## src/rtl/rgb_sbit2wrd_fifo.sv

```systemverilog
// WS2812b serial-bit to pixel-word assembler with status byte and FWFT output FIFO.
// Bits arrive MSB first; each full pixel or stream reset yields one queued word.
module rgb_sbit2wrd_fifo #(
  parameter int DATA_BITS  = 24,
  parameter int FIFO_DEPTH = 4,
  parameter int CNT_W      = 10
) (
  input  logic                          clk,
  input  logic                          rst,
  input  logic                          in_strobe,
  input  logic                          in_sbit_value,
  input  logic                          in_stream_reset,
  output logic [DATA_BITS+7:0]          out_word,
  output logic                          out_valid,
  input  logic                          out_ready,
  output logic [$clog2(FIFO_DEPTH):0]   fifo_level,
  output logic                          overflow,
  input  logic                          clr_overflow,
  output logic [CNT_W-1:0]              pixel_count
);

  localparam int PW = $clog2(DATA_BITS);
  localparam int AW = $clog2(FIFO_DEPTH);
  localparam int LW = AW + 1;
  localparam int WW = DATA_BITS + 8;
  localparam logic [PW-1:0]    PTR_TOP  = PW'(DATA_BITS - 1);
  localparam logic [LW-1:0]    LVL_FULL = LW'(FIFO_DEPTH);
  localparam logic [CNT_W-1:0] CNT_MAX  = '1;

  logic                 prev;
  logic                 ev;
  logic                 bit_ev;
  logic                 rst_ev;
  logic                 pixel_done;
  logic [PW-1:0]        bit_ptr;
  logic [DATA_BITS-1:0] asm_reg;
  logic [DATA_BITS-1:0] asm_bit;
  logic                 drop_pending;

  logic [WW-1:0]        mem [FIFO_DEPTH];
  logic [AW-1:0]        wr_ptr;
  logic [AW-1:0]        rd_ptr;
  logic [LW-1:0]        level;
  logic                 push;
  logic [WW-1:0]        push_word;
  logic [7:0]           status;
  logic                 pop;
  logic                 full;
  logic                 accept;
  logic                 drop;

  // Event detection and word formation
  always_comb begin
    ev         = in_strobe & ~prev;
    bit_ev     = ev & ~in_stream_reset;
    rst_ev     = ev & in_stream_reset;
    pixel_done = bit_ev & (bit_ptr == '0);

    asm_bit          = asm_reg;
    asm_bit[bit_ptr] = in_sbit_value;

    status    = 8'h00;
    push      = 1'b0;
    push_word = '0;
    if (pixel_done) begin
      status    = {1'b1, 1'b0, 1'b0, drop_pending, 4'b0000};
      push      = 1'b1;
      push_word = {status, asm_bit};
    end else if (rst_ev) begin
      status    = {1'b0, 1'b1, (bit_ptr != PTR_TOP), drop_pending, 4'b0000};
      push      = 1'b1;
      push_word = {status, asm_reg};
    end
  end

  // A full FIFO still takes a push when the head leaves at the same edge
  always_comb begin
    out_valid = (level != '0);
    pop       = out_valid & out_ready;
    full      = (level == LVL_FULL);
    accept    = push & (~full | pop);
    drop      = push & full & ~pop;
  end

  always_ff @(posedge clk or negedge rst) begin
    if (!rst) prev <= 1'b0;
    else      prev <= in_strobe;
  end

  always_ff @(posedge clk or negedge rst) begin
    if (!rst) begin
      bit_ptr     <= PTR_TOP;
      asm_reg     <= '0;
      pixel_count <= '0;
    end else if (rst_ev) begin
      bit_ptr     <= PTR_TOP;
      asm_reg     <= '0;
      pixel_count <= '0;
    end else if (bit_ev) begin
      if (bit_ptr == '0) begin
        bit_ptr <= PTR_TOP;
        asm_reg <= '0;
        if (pixel_count != CNT_MAX) pixel_count <= pixel_count + CNT_W'(1);
      end else begin
        bit_ptr <= bit_ptr - PW'(1);
        asm_reg <= asm_bit;
      end
    end
  end

  always_ff @(posedge clk or negedge rst) begin
    if (!rst) begin
      wr_ptr       <= '0;
      rd_ptr       <= '0;
      level        <= '0;
      drop_pending <= 1'b0;
      overflow     <= 1'b0;
    end else begin
      if (accept) wr_ptr <= wr_ptr + AW'(1);
      if (pop)    rd_ptr <= rd_ptr + AW'(1);
      if (accept && !pop)      level <= level + LW'(1);
      else if (!accept && pop) level <= level - LW'(1);

      if (drop)        drop_pending <= 1'b1;
      else if (accept) drop_pending <= 1'b0;

      // A new drop outranks a coincident clear
      if (drop)              overflow <= 1'b1;
      else if (clr_overflow) overflow <= 1'b0;
    end
  end

  always_ff @(posedge clk) begin
    if (accept) mem[wr_ptr] <= push_word;
  end

  always_comb begin
    out_word   = out_valid ? mem[rd_ptr] : '0;
    fifo_level = level;
  end

endmodule
```

## config.mk

```make
export PLATFORM = sky130hd
export DESIGN_NAME = rgb_sbit2wrd_fifo
export DESIGN_NICKNAME = d
export VERILOG_FILES = /design/src/rtl/rgb_sbit2wrd_fifo.sv
export SDC_FILE = /design/constraint.sdc
export NUM_CORES = 1
export LEC_CHECK = 0
export BUFFER_PORTS_ARGS = -buffer_cell sky130_fd_sc_hd__buf_4
export CAP_MARGIN = 40
export CELL_PAD_IN_SITES_DETAIL_PLACEMENT = 1
export CELL_PAD_IN_SITES_GLOBAL_PLACEMENT = 2
export CORE_MARGIN = 3
export CORE_UTILIZATION = 43
export DETAILED_ROUTE_END_ITERATION = 8
export PLACE_DENSITY = 0.9
export SYNTH_ARGS = -nofsm -noshare
export SYNTH_HDL_FRONTEND = slang
export SYNTH_SLANG_ARGS = --single-unit
```

## constraint.sdc

```tcl
create_clock -name clk -period 3.5 [get_ports clk]
set_input_delay 0.175 -clock clk [delete_from_list [all_inputs] [get_ports clk]]
set_output_delay 0.175 -clock clk [all_outputs]
set_load 0.05 [all_outputs]
```

# After elaboration in Yosys (flattened, before gate mapping)
# Memories as Yosys holds them, arrays and structs flattened.
# Index checks and enable logic that the tools add are counted.
# word_totals
ff_bits,49
memories,1
inputBits,7
mem_bits_rw,128
out_inout_bits,47
wordCells,74
# classes
mux,26
bitwise,13
order_cmp,2
addsub,6
eq_ne,3
reduce_logical,14
# memory_table
memory,depth,width,read_ports,rd_clocked_by_memory_dff,write_ports,line,source
mem,4,32,1,0,1,40,logic [WW-1:0] mem [FIFO_DEPTH];
# op_table
operator,count
two-way mux 24 bit,3
two-way mux 32 bit,2
two-way mux 10 bit,4
two-way mux 31 bit,1
bitwise mux 24 bit,1
two-way mux 5 bit,3
nonzero test 2 bit,6
"adder 10 x 1 -> 10 bit, second input constant",1
"!= test 10 bit, second input constant",1
two-way mux 1 bit,9
AND 1 bit,8
"< comparator 5 x 6 -> 1 bit, second input constant",1
two-way mux 3 bit,2
demux 1 bit (select 5 bit),1
"greater-or-equal comparator 5 x 1 -> 1 bit, second input constant",1
zero test 5 bit,1
"!= test 5 bit, second input constant",1
"subtractor 5 x 1 -> 5 bit, second input constant",1
"adder 2 x 1 -> 2 bit, second input constant",2
inverter 1 bit,4
"adder 3 x 1 -> 3 bit, second input constant",1
"== test 3 bit, second input constant",1
logical AND 1 bit,3
AND reduction 3 bit,1
other kinds (4),5

# Logic depth before layout (Yosys ltp)
# Gate-level depths: netlist (run 1).
# logic_depth
depth_word,10
mapped_depth,13
ltp_nobuf,11

# Worst setup path after synthesis (run 1)
# Ideal clock, no wire load.
# synth_timing
path_kind,flip-flop to flip-flop
start,register bit_ptr[0]
end,memory mem[0][0] (netlist name) (enable)
t_required_ns,3.112
stages_incl_launch_ff,8
arrival_ns,2.458
n_path_buf,2
setup_slack_ns,0.654
period_less_slack_ns,2.846
setup_time_ns,0.388
cell_sequence,dfstp_2 inv_1 ha_1 buf_4 or4b_4 a21oi_4 clkbuf_1 and3_1
# synth_between
elab_chain_cells,6
# synth_lines
element,line,source
from (decl),35,logic [PW-1:0] bit_ptr;
from (signal assigned),105,bit_ptr <= bit_ptr - PW'(1);
zero test 5 bit,57,pixel_done = bit_ev & (bit_ptr == '0);
AND 1 bit,57,
two-way mux 1 bit,65,if (pixel_done) begin
AND 1 bit,81,accept = push & (~full | pop);
two-way mux 1 bit,134,if (accept) mem[wr_ptr] <= push_word;
two-way mux 1 bit (not written as such),134,
to (decl),40,
# No other way between the ends.

# Final worst setup path (run 1)
# layout_timing
start,register bit_ptr[0]
end,"register level[2], in the netlist fifo_level[2]"
# layout_between
elab_chain_cells,7
word_cells_on_any_way,9
classes_between,2 x mux; 2 x bitwise; 5 x reduce/logical
# layout_lines
element,line,source
zero test 5 bit *,57,
AND 1 bit *,57,
two-way mux 1 bit *,65,
AND 1 bit *,81,
zero test 1 bit,122,else if (!accept && pop) level <= level - LW'(1);
logical AND 1 bit,122,
nonzero test 2 bit (no source line),-,
to (signal assigned),121,if (accept && !pop) level <= level + LW'(1);
to (signal assigned),122,
to (decl),43,logic [LW-1:0] level;
# Every way passes the cells marked *; elsewhere a longest branch is shown, timed or not.
# A chain may end at the register's enable or synchronous reset.

==> results of run 1 <==
[area by class of cell]
type / instances / area (um2) / area share
tap: 216 / 270.3 / 0.03244
multi-input combinational: 281 / 2326 / 0.2792
clock buffer: 22 / 454.2 / 0.05452
sequential: 161 / 4596 / 0.5517
inverter: 16 / 60.06 / 0.007209
clock inverter: 10 / 136.4 / 0.01637
timing repair buffer: 64 / 488.0 / 0.05858
[where the power goes]
part | switching, mW | total (mW) | internal, mW
sequential | 0.141 | 2.31 | 2.17
clock | 0.706 | 1.84 | 1.14
combinational | 1.44 | 2.28 | 0.836
total | 2.29 | 6.44 | 4.14
[cells in the mapped netlist (2+ instances only)]
master	n
a21o_1	2
a21oi_1	8
a22o_1	13
a311oi_1	2
a31oi_1	7
a32o_1	8
and2_1	46
and3_1	11
and4_1	2
buf_2	3
buf_4	6
clkbuf_1	22
dfrtp_1	45
dfstp_2	4
edfxtp_1	112
ha_1	11
inv_1	16
mux2_2	2
mux4_2	28
nand2_1	12
nand2b_1	7
nand3_1	9
nand4_1	4
nand4b_1	2
nor2_1	20
nor2b_1	6
nor3_1	10
o21a_1	3
o21ai_0	25
o22ai_1	4
o31ai_1	4
or3_1	3
or4_1	2
xnor2_1	4
xor2_1	2
[stage by stage]
| stage | worst slack, ns | power [mW] | hold WS, ns |
|---|---|---|---|
| 3_3_place_gp | 0.6452 | 4.634 | 0.2376 |
| 2_1_floorplan | 0.6543 | 4.025 | -0.1206 |
| 5_1_grt | 0.2544 | 6.711 | 0.09449 |
| 6_report | 0.5264 | 6.436 | 0.06979 |
| 3_5_place_dp | 0.5596 | 4.676 | 0.2503 |
| 4_1_cts | 0.5331 | 6.516 | 0.06505 |
[routing by layer]
layer	vias to the layer above	global-route usage
li1	1959	-
met1	2206	0.2288
met2	64	0.3246
met3	15	0.03241
met4	0	0.05769
met5	-	0
[repair_timing]
item,4_1_cts,5_1_grt
resized for setup,0,0
hold buffers,3,0
endpoints found under the hold margin,47,0
setup endpoints to repair,0,0
[how the worst max path moves through the flow]
stage	to	slack (ns)
2_1_floorplan	mem[0][0]	0.65
3_3_place_gp	fifo_level[2]	0.65
3_5_place_dp	fifo_level[2]	0.56
4_1_cts	fifo_level[2]	0.53
5_1_grt	fifo_level[2]	0.25
6_report	fifo_level[2]	0.53
[worst max-delay path: cells and delay by family (launching register included)]
family	cells	cell delay [ns]
DFF	1	0.40
buffers and inverters	2	0.17
adders and majority gates	3	0.97
xor gates and xnor gates	2	0.30
and+or+nand+nor	3	0.89
AOI/OAI and AO/OA	1	0.17
[cells by family (layout without fill, tap and decap cells)]
| logic type | count (synthesis) | after routing | synth area share |
|---|---|---|---|
| AOI/OAI and AO/OA | 86 | 86 | 0.08544 |
| xor gates and xnor gates | 6 | 6 | 0.007368 |
| adders and majority gates | 12 | 12 | 0.02211 |
| buffers and inverters | 50 | 112 | 0.03123 |
| DFF | 161 | 161 | 0.6442 |
| muxes | 31 | 31 | 0.09298 |
| other | 1 | 4 | 0.0005258 |
| and+or+nand+nor | 142 | 142 | 0.1161 |
==> impl_metrics.yaml, run 1 <==
global_routing:
  grt_overflow: 0
  grt_max_degree: 50
  antenna_found_initial: 0
  grt_pass1_wl_um: 25660
  track_usage: 0.1830
  grt_pass1_vias: 4623
floorplanning:
  fp-row-count: 46
  ios: 54
  start_util: 0.4441
  core_mm2: 0.01606
  die-width_um: 134.8
  die_area_mm2: 0.01817
  die_h_um: 134.8
worst_setup_path:
  cp.required_ns: 3.85
  worstPathMaxFanout: 9
  r2r-end: "fifo_level[2]"
  cp_cell_sequence: "inv_1, ha_1, or4b_4, a21oi_4, and2_1, ha_1, inv_1, fa_1, xor2_1, nor2_1, xor2_1"
  critPathKind: "flop to flop"
  r2r-start: "bit_ptr[0]"
  crit_path_start: "bit_ptr[0]"
  r2r_cells: 11
  cp-start-kind: "flop"
  crit_path_max_incr_delay_ns: 0.55
  cp-end-kind: "flop"
  cp_slowest_cell: "or4b_4"
  r2r_slack_ns: 0.53
  cp.arrival_ns: 3.32
logic_synthesis:
  yosysWarnings: 0
  synthFlopType: "edfxtp_1"
  yosys.area.top_type: "edfxtp_1"
  avgSynthCellArea_um2: 14.58
  ys_async_sr_fraction: 0.3043
  synth.top_cell.area_share: 0.4716
  synth_cells: 489
  ys_types: 59
  synth_area_mm2: 0.007132
  yosysSeqAreaShare: 0.6442
  synth_edf_count: 112
  yosys-top-cells-area: "edfxtp_1 (47%), dfrtp_1 (16%), mux4_2 (8.8%), and2_1 (4.0%), ha_1 (1.9%)"
  ys_ff_latch: 161
finish:
  instances_no_fill: 770
  area_growth_pct: 16.81
  layout_common_cells: "edfxtp_1 (112), buf_4 (61), and2_1 (46)"
  fin_util: 0.5188
  num-nets-final: 560
  fillers: 1582
  layout-drive-gt1-share: 0.2365
  final_area_mm2: 0.008330
  largest_register_ffs: 112
  final_common_cell: "edfxtp_1"
  diodes: 0
clock_network:
  root_buffer: "clkbuf_16"
  clkTransAtPathRegs_ns: 0.06
  cts_tree: "done"
  clk_latency_ns: 0.42
  cts_setup_buffers: 0
  htree_levels: 4
  cts_buffers: 17
  clock-sinks: 161
  cts_buffer_depth: 2
power_and_ir_drop:
  powerDensity_mw_per_mm2: 772.6
  p_leak_nw: 3.180
  ir_drop_mv: 0.5285
place:
  globalplace.congestion: 0.8340
  place_area_mm2: 0.007710
  dp_cells: 735
  io_buffers: 49
  hpwlAfterDp_um: 10270
worst_hold_path:
  min_to: "rd_ptr[1]"
  hold_start: "out_ready"
  hp-class: "input pin to flop"
  whs_path_depth: 3
sta:
  max_slew_margin: 0.4661
  skew_ns: 0.006331
  rsz0062_at_grt: "false"
  setup_viol: 0
  drv_slew: 0
  fin_crit_sh: 0.8496
  tightestPinTransition_ns: 0.7979
  final-hold-violation-count: 0
  fin_tns_setup_ns: 0
  period_needed_ns: 2.974
  max_clock_freq_mhz: 336.3
route:
  drt-met1-wl_um: 6714
  drc_errors: 0
  dr_wl_met3_um: 445
  wl_per_cell_um: 20.47
  met2WireLength_um: 8416
  wirelength_um: 15760
  top_layer_used: "met4"
  via_per_inst: 5.512
  firstDrtPassIters: 4
  vias: 4244
  drt-initial-drc-count: 310
  ant_nets: 0
flow_run:
  drv_cap: 0
run_status:
  status: "finished, final reports clean"
No activity file was read; power rests on OpenSTA's default activity.
==> run 2, diff against run 1 <==
- CORE_UTILIZATION: 43 -> 39
- PLACE_DENSITY: 0.9 -> 0.86
- clock period: 3.5 -> 2.4 ns (I/O delays scaled with it)
==> run 2 against run 1 <==
Compared with the run above:
- utilization down 2.9 points
- via count up 4.3%
- the flow now finishes with violations (setup timing)
- non-clock buffer count increased by 25
- critical endpoint unchanged
- largest cell class unchanged
- cell count up 4.4%
- power up 48%
- sequential power rose by 42%
==> impl_metrics.yaml, run 2 (synthesized netlist as in run 1, its figures left out) <==
finish:
  area_growth_pct: 20.93
  num-nets-final: 586
  fin_util: 0.4901
  layout-drive-gt1-share: 0.2971
  final_area_mm2: 0.008625
  instances_no_fill: 804
  diodes: 0
  largest_register_ffs: 112
  fillers: 1737
  final_common_cell: "edfxtp_1"
  layout_common_cells: "edfxtp_1 (112), buf_4 (82), and2_1 (45)"
worst_setup_path:
  r2r_slack_ns: -0.04
  worstSetupEndpoint: "fifo_level[2]"
  cp.arrival_ns: 2.74
  critPathKind: "flop to flop"
  cp-start-kind: "flop"
  cp.required_ns: 2.70
  cp-end-kind: "flop"
  r2r_cells: 11
  worstPathMaxFanout: 3
  r2r-end: "fifo_level[2]"
  r2r-start: "bit_ptr[1]"
  crit_path_start: "bit_ptr[1]"
power_and_ir_drop:
  power.internal_mw: 6.035
  switching_share: 0.3652
  total_power_mw: 9.506
  p_sw_mw: 3.472
  p_clk_frac: 0.274
  p_comb_frac: 0.382
  powerDensity_mw_per_mm2: 1102
  seqPwrFrac: 0.344
  ir_drop_mv: 0.6671
  p_leak_nw: 3.309
place:
  dp_cells: 767
  place_area_mm2: 0.007989
  io_buffers: 49
  hpwlAfterDp_um: 10960
  place_ws_ns: -0.001458
  globalplace.congestion: 0.8084
global_routing:
  grt_pass1_vias: 4878
  track_usage: 0.1788
  grt_pass1_wl_um: 27370
  use_met1: 0.2313
  globalRoute.busiestLayer: "met2"
  grtUsageMet2: 0.3042
  antenna_found_initial: 0
  grt_max_degree: 50
  met3_usage: 0.04037
  grt_overflow: 0
clock_network:
  clkTransAtPathRegs_ns: 0.06
  cts_tree: "done"
  cts_buffers: 17
  root_buffer: "clkbuf_16"
  cts_buffer_depth: 2
  clk_latency_ns: 0.42
  htree_levels: 4
  clock-sinks: 161
sta:
  setup_viol: 2
  layout_setup_ws_ns: -0.03600
  max_slew_margin: 0.5496
  fin_tns_setup_ns: -0.06589
  holdWs_ns: 0.02584
  drv_slew: 0
  fin_crit_sh: 1.015
  max_clock_freq_mhz: 410.5
  rsz0062_at_grt: "true"
  final-hold-violation-count: 0
  tightestPinTransition_ns: 0.6756
  period_needed_ns: 2.436
  skew_ns: 0.008287
route:
  vias: 4426
  wl_per_cell_um: 21.37
  wirelength_um: 17180
  via_per_inst: 5.505
  firstDrtPassIters: 4
  ant_nets: 0
  drc_errors: 0
  drt-initial-drc-count: 227
floorplanning:
  die-width_um: 141.2
  die_h_um: 141.2
  core_mm2: 0.01760
  fp-row-count: 48
  start_util: 0.4053
  die_area_mm2: 0.01995
  ios: 54
run_status:
  failed_checks: "setup timing"
  status: "finished, violations left"
worst_hold_path:
  hp-class: "input pin to flop"
flow_run:
  drv_cap: 0
## run 2: cell count changes in the layout (fill, tap and decap cells not counted), moves of 4 or more
| cell | previous run | this run |
|---|---|---|
| and3_1 | 11 | 7 |
| buf_4 | 61 | 82 |
| buf_12 | 0 | 4 |
| clkbuf_1 | 4 | 0 |
## run 2: timing repair
item                       CTS  global route
hold buffers                 3             0
hold endpoints to repair    47             0
cloned                       0             1
pin swaps                    0             6
resized for setup            1             3
setup buffers                1             1
setup endpoints to repair    2            30
## run 2: worst max-delay path: stages, from the launching register on
cell and delay (ns):
dfstp_2 0.37, inv_2 0.07, ha_4 0.13, or4b_4 0.49, a21oi_4 0.20, and2_4 0.18
ha_4 0.13, inv_2 0.04, fa_2 0.37, xor2_2 0.15, nor2_2 0.05, xor2_1 0.15
## run 2: area by class of cell
| cell class | count | area [um2] | area share |
|---|---|---|---|
| Sequential cell | 161 | 4598 | 0.5331 |
| Clock inverter | 14 | 140.1 | 0.01625 |
| Multi-Input combinational cell | 282 | 2394 | 0.2775 |
| Clock buffer | 17 | 425.4 | 0.04933 |
| Timing Repair Buffer | 89 | 725.7 | 0.08414 |
| Inverter | 16 | 60.06 | 0.006964 |
| Tap cell | 225 | 281.5 | 0.03264 |
## run 2: per-layer routing
layer | wire (um) | share of wire
met4 | 122 | 0.0071
met1 | 7570 | 0.44
met2 | 8845 | 0.51
met5 | 0 | 0
met3 | 643 | 0.037
## run 2: power by group through the flow
stage	clock network (mW)	registers, mW	logic, mW
after detailed placement	0	3.32	3.64
after CTS	2.65	3.27	3.67
final	2.61	3.27	3.63
after global placement	0	3.30	3.58
after global routing	2.78	3.29	3.84
after floorplan	0	3.43	2.46
## run 2: worst min path at each step
stage	startpoint	end	slack (ns)	cells past startpoint
floorplan	rst	asm_reg[0]	-0.18	0
global placement	rst	rd_ptr[1]	0.19	1
detailed placement	rst	rd_ptr[1]	0.20	1
CTS	out_ready	rd_ptr[1]	0.004	3
global route	out_ready	rd_ptr[1]	0.02	3
finish	out_ready	rd_ptr[1]	0.03	3
==> run 3, diff against run 2 <==
- CELL_PAD_IN_SITES_DETAIL_PLACEMENT: 1 -> not set
- CELL_PAD_IN_SITES_GLOBAL_PLACEMENT: 2 -> not set
- CORE_UTILIZATION: 39 -> 54
- PLACE_DENSITY: 0.86 -> 0.87
==> run 3 against run 2 <==
Compared with the run above:
- the run now ends clean
- non-clock buffer count shrank 10
- final area is 1.6% lower
- register-to-register slack gained 0.04 ns
- sequential cell count unchanged
- sequential power barely moved
- via count increased by 3.5%
- setup slack better by 0.036 ns
- hold slack lost 0.0011 ns
- critical endpoint unchanged
==> impl_metrics.yaml, run 3 (synthesized netlist as in run 1, its figures left out) <==
global_routing:
  grt_pass1_vias: 4657
  grt_pass1_wl_um: 24300
  track_usage: 0.2196
  grt_overflow: 0
  grt_max_degree: 50
  antenna_found_initial: 0
route:
  wl_per_cell_um: 20.37
  firstDrtPassIters: 6
  via_per_inst: 6.175
  drt-initial-drc-count: 612
  wirelength_um: 15120
  ant_nets: 0
  drc_errors: 0
  vias: 4582
place:
  io_buffers: 49
  globalplace.congestion: 0.8911
  place_area_mm2: 0.007833
  hpwlAfterDp_um: 9257
sta:
  period_needed_ns: 2.400
  fin_crit_sh: 0.9999
  max_slew_margin: 0.5766
  max_clock_freq_mhz: 416.7
  rsz0062_at_grt: "true"
  drv_slew: 0
  tightestPinTransition_ns: 0.6351
  setup_viol: 0
  final-hold-violation-count: 0
  skew_ns: 0.007707
floorplanning:
  fp-row-count: 41
  die_h_um: 120.9
  start_util: 0.5583
  die-width_um: 120.9
  ios: 54
  die_area_mm2: 0.01462
  core_mm2: 0.01277
clock_network:
  cts_tree: "done"
  cts_buffer_depth: 2
  root_buffer: "clkbuf_16"
  clkTransAtPathRegs_ns: 0.06
  htree_levels: 4
  cts_buffers: 17
  clock-sinks: 161
  clk_latency_ns: 0.42
finish:
  largest_register_ffs: 112
  layout-drive-gt1-share: 0.2772
  area_growth_pct: 18.96
  layout_common_cells: "edfxtp_1 (112), buf_4 (72), and2_1 (45)"
  final_area_mm2: 0.008484
  fin_util: 0.6642
  num-nets-final: 576
  diodes: 0
  final_common_cell: "edfxtp_1"
worst_setup_path:
  cp_cell_sequence: "inv_2, ha_4, or4b_4, a21oi_4, and2_4, ha_4, inv_2, fa_2, xor2_1, nor2_1, xor2_1"
  r2r_slack_ns: 0.0003
  cp_top_family: "simple AND/OR/NAND/NOR gates"
  cp-end-kind: "flop"
  cp.required_ns: 2.75
  critPathKind: "flop to flop"
  worstPathMaxFanout: 2
  cp.arrival_ns: 2.75
  crit_path_max_incr_delay_ns: 0.47
  critical_path_buf_inv_count: 2
  cp_slowest_cell: "or4b_4"
  cp-start-kind: "flop"
power_and_ir_drop:
  ir_drop_mv: 0.5646
  p_leak_nw: 3.252
  powerDensity_mw_per_mm2: 1120
worst_hold_path:
  hp-class: "input pin to flop"
flow_run:
  drv_cap: 0
run_status:
  status: "finished, final reports clean"
run 3: cell types whose count changed in the layout (fill, tap and decap cells not counted), moves of 2 or more:
cell,delta
clkinv_1,-2
buf_4,-10
clkbuf_1,+5
inv_6,-2
run 3: power breakdown:
part | switching, mW | internal, mW | leakage [nW]
Sequential | 0.101 | 3.17 | 1.70
Combinational | 2.27 | 1.31 | 1.28
Clock | 1.02 | 1.63 | 0.276
run 3: layout make-up:
type / count / area (um2)
clock buffer: 22 / 444.2
multi-input combinational: 282 / 2380
inverter: 16 / 60.06
clock inverter: 10 / 136.4
fill: 828 / 4289
timing repair buffer: 79 / 650.6
tap: 172 / 215.2
sequential: 161 / 4598
run 3: worst register-to-register path, stage by stage (launching register included):
cell and delay (ns):
dfstp_2 0.37, inv_2 0.08, ha_4 0.13, or4b_4 0.47, a21oi_4 0.15, and2_4 0.17
ha_4 0.13, inv_2 0.04, fa_2 0.35, xor2_1 0.16, nor2_1 0.13, xor2_1 0.15
run 3: routing by layer:
| layer | part of all wire | track usage | vias up |
|---|---|---|---|
| met5 | 0 | 0 | - |
| met4 | 0.043 | 0.1183 | 0 |
| met3 | 0.086 | 0.04942 | 62 |
| met2 | 0.49 | 0.3522 | 255 |
| met1 | 0.38 | 0.2800 | 2261 |
| li1 | - | - | 2004 |
run 3: final timing paths:
| kind | from | end | cells past startpoint |
|---|---|---|---|
| worst max-delay path | bit_ptr[1] | fifo_level[2] | 11 |
| worst max register to register | bit_ptr[1] | fifo_level[2] | 11 |
| worst min-delay path | out_ready | rd_ptr[1] | 3 |
| max in group asynchronous | rst | fifo_level[1] | 2 |
| min in group asynchronous | rst | rd_ptr[1] | 2 |
| worst min register to register | asm_reg[12] | asm_reg[12] | 1 |
run 3: repair_timing:
item	CTS	global route
cloned	1	0
setup endpoints to repair	29	54
hold buffers	3	0
hold endpoints to repair	47	0
setup buffers	4	0
resized for setup	1	0
pin swaps	4	2
run 3: stage by stage:
step / std cells / worst slack, ns / power (mW) / hold slack, ns / TNS, ns
after floorplan: 492 / -0.2231 / 5.896 / -0.1756 / -0.4322
after global routing: 742 / -0.08457 / 9.852 / 0.03891 / -0.09476
after CTS: 742 / -0.01270 / 9.567 / 0.01518 / -0.01270
final: 742 / 0.0003213 / 9.502 / 0.02469 / 0
after global placement: 702 / 0.02560 / 6.805 / 0.1713 / 0
after detailed placement: 702 / -0.04997 / 6.889 / 0.1862 / -1.317
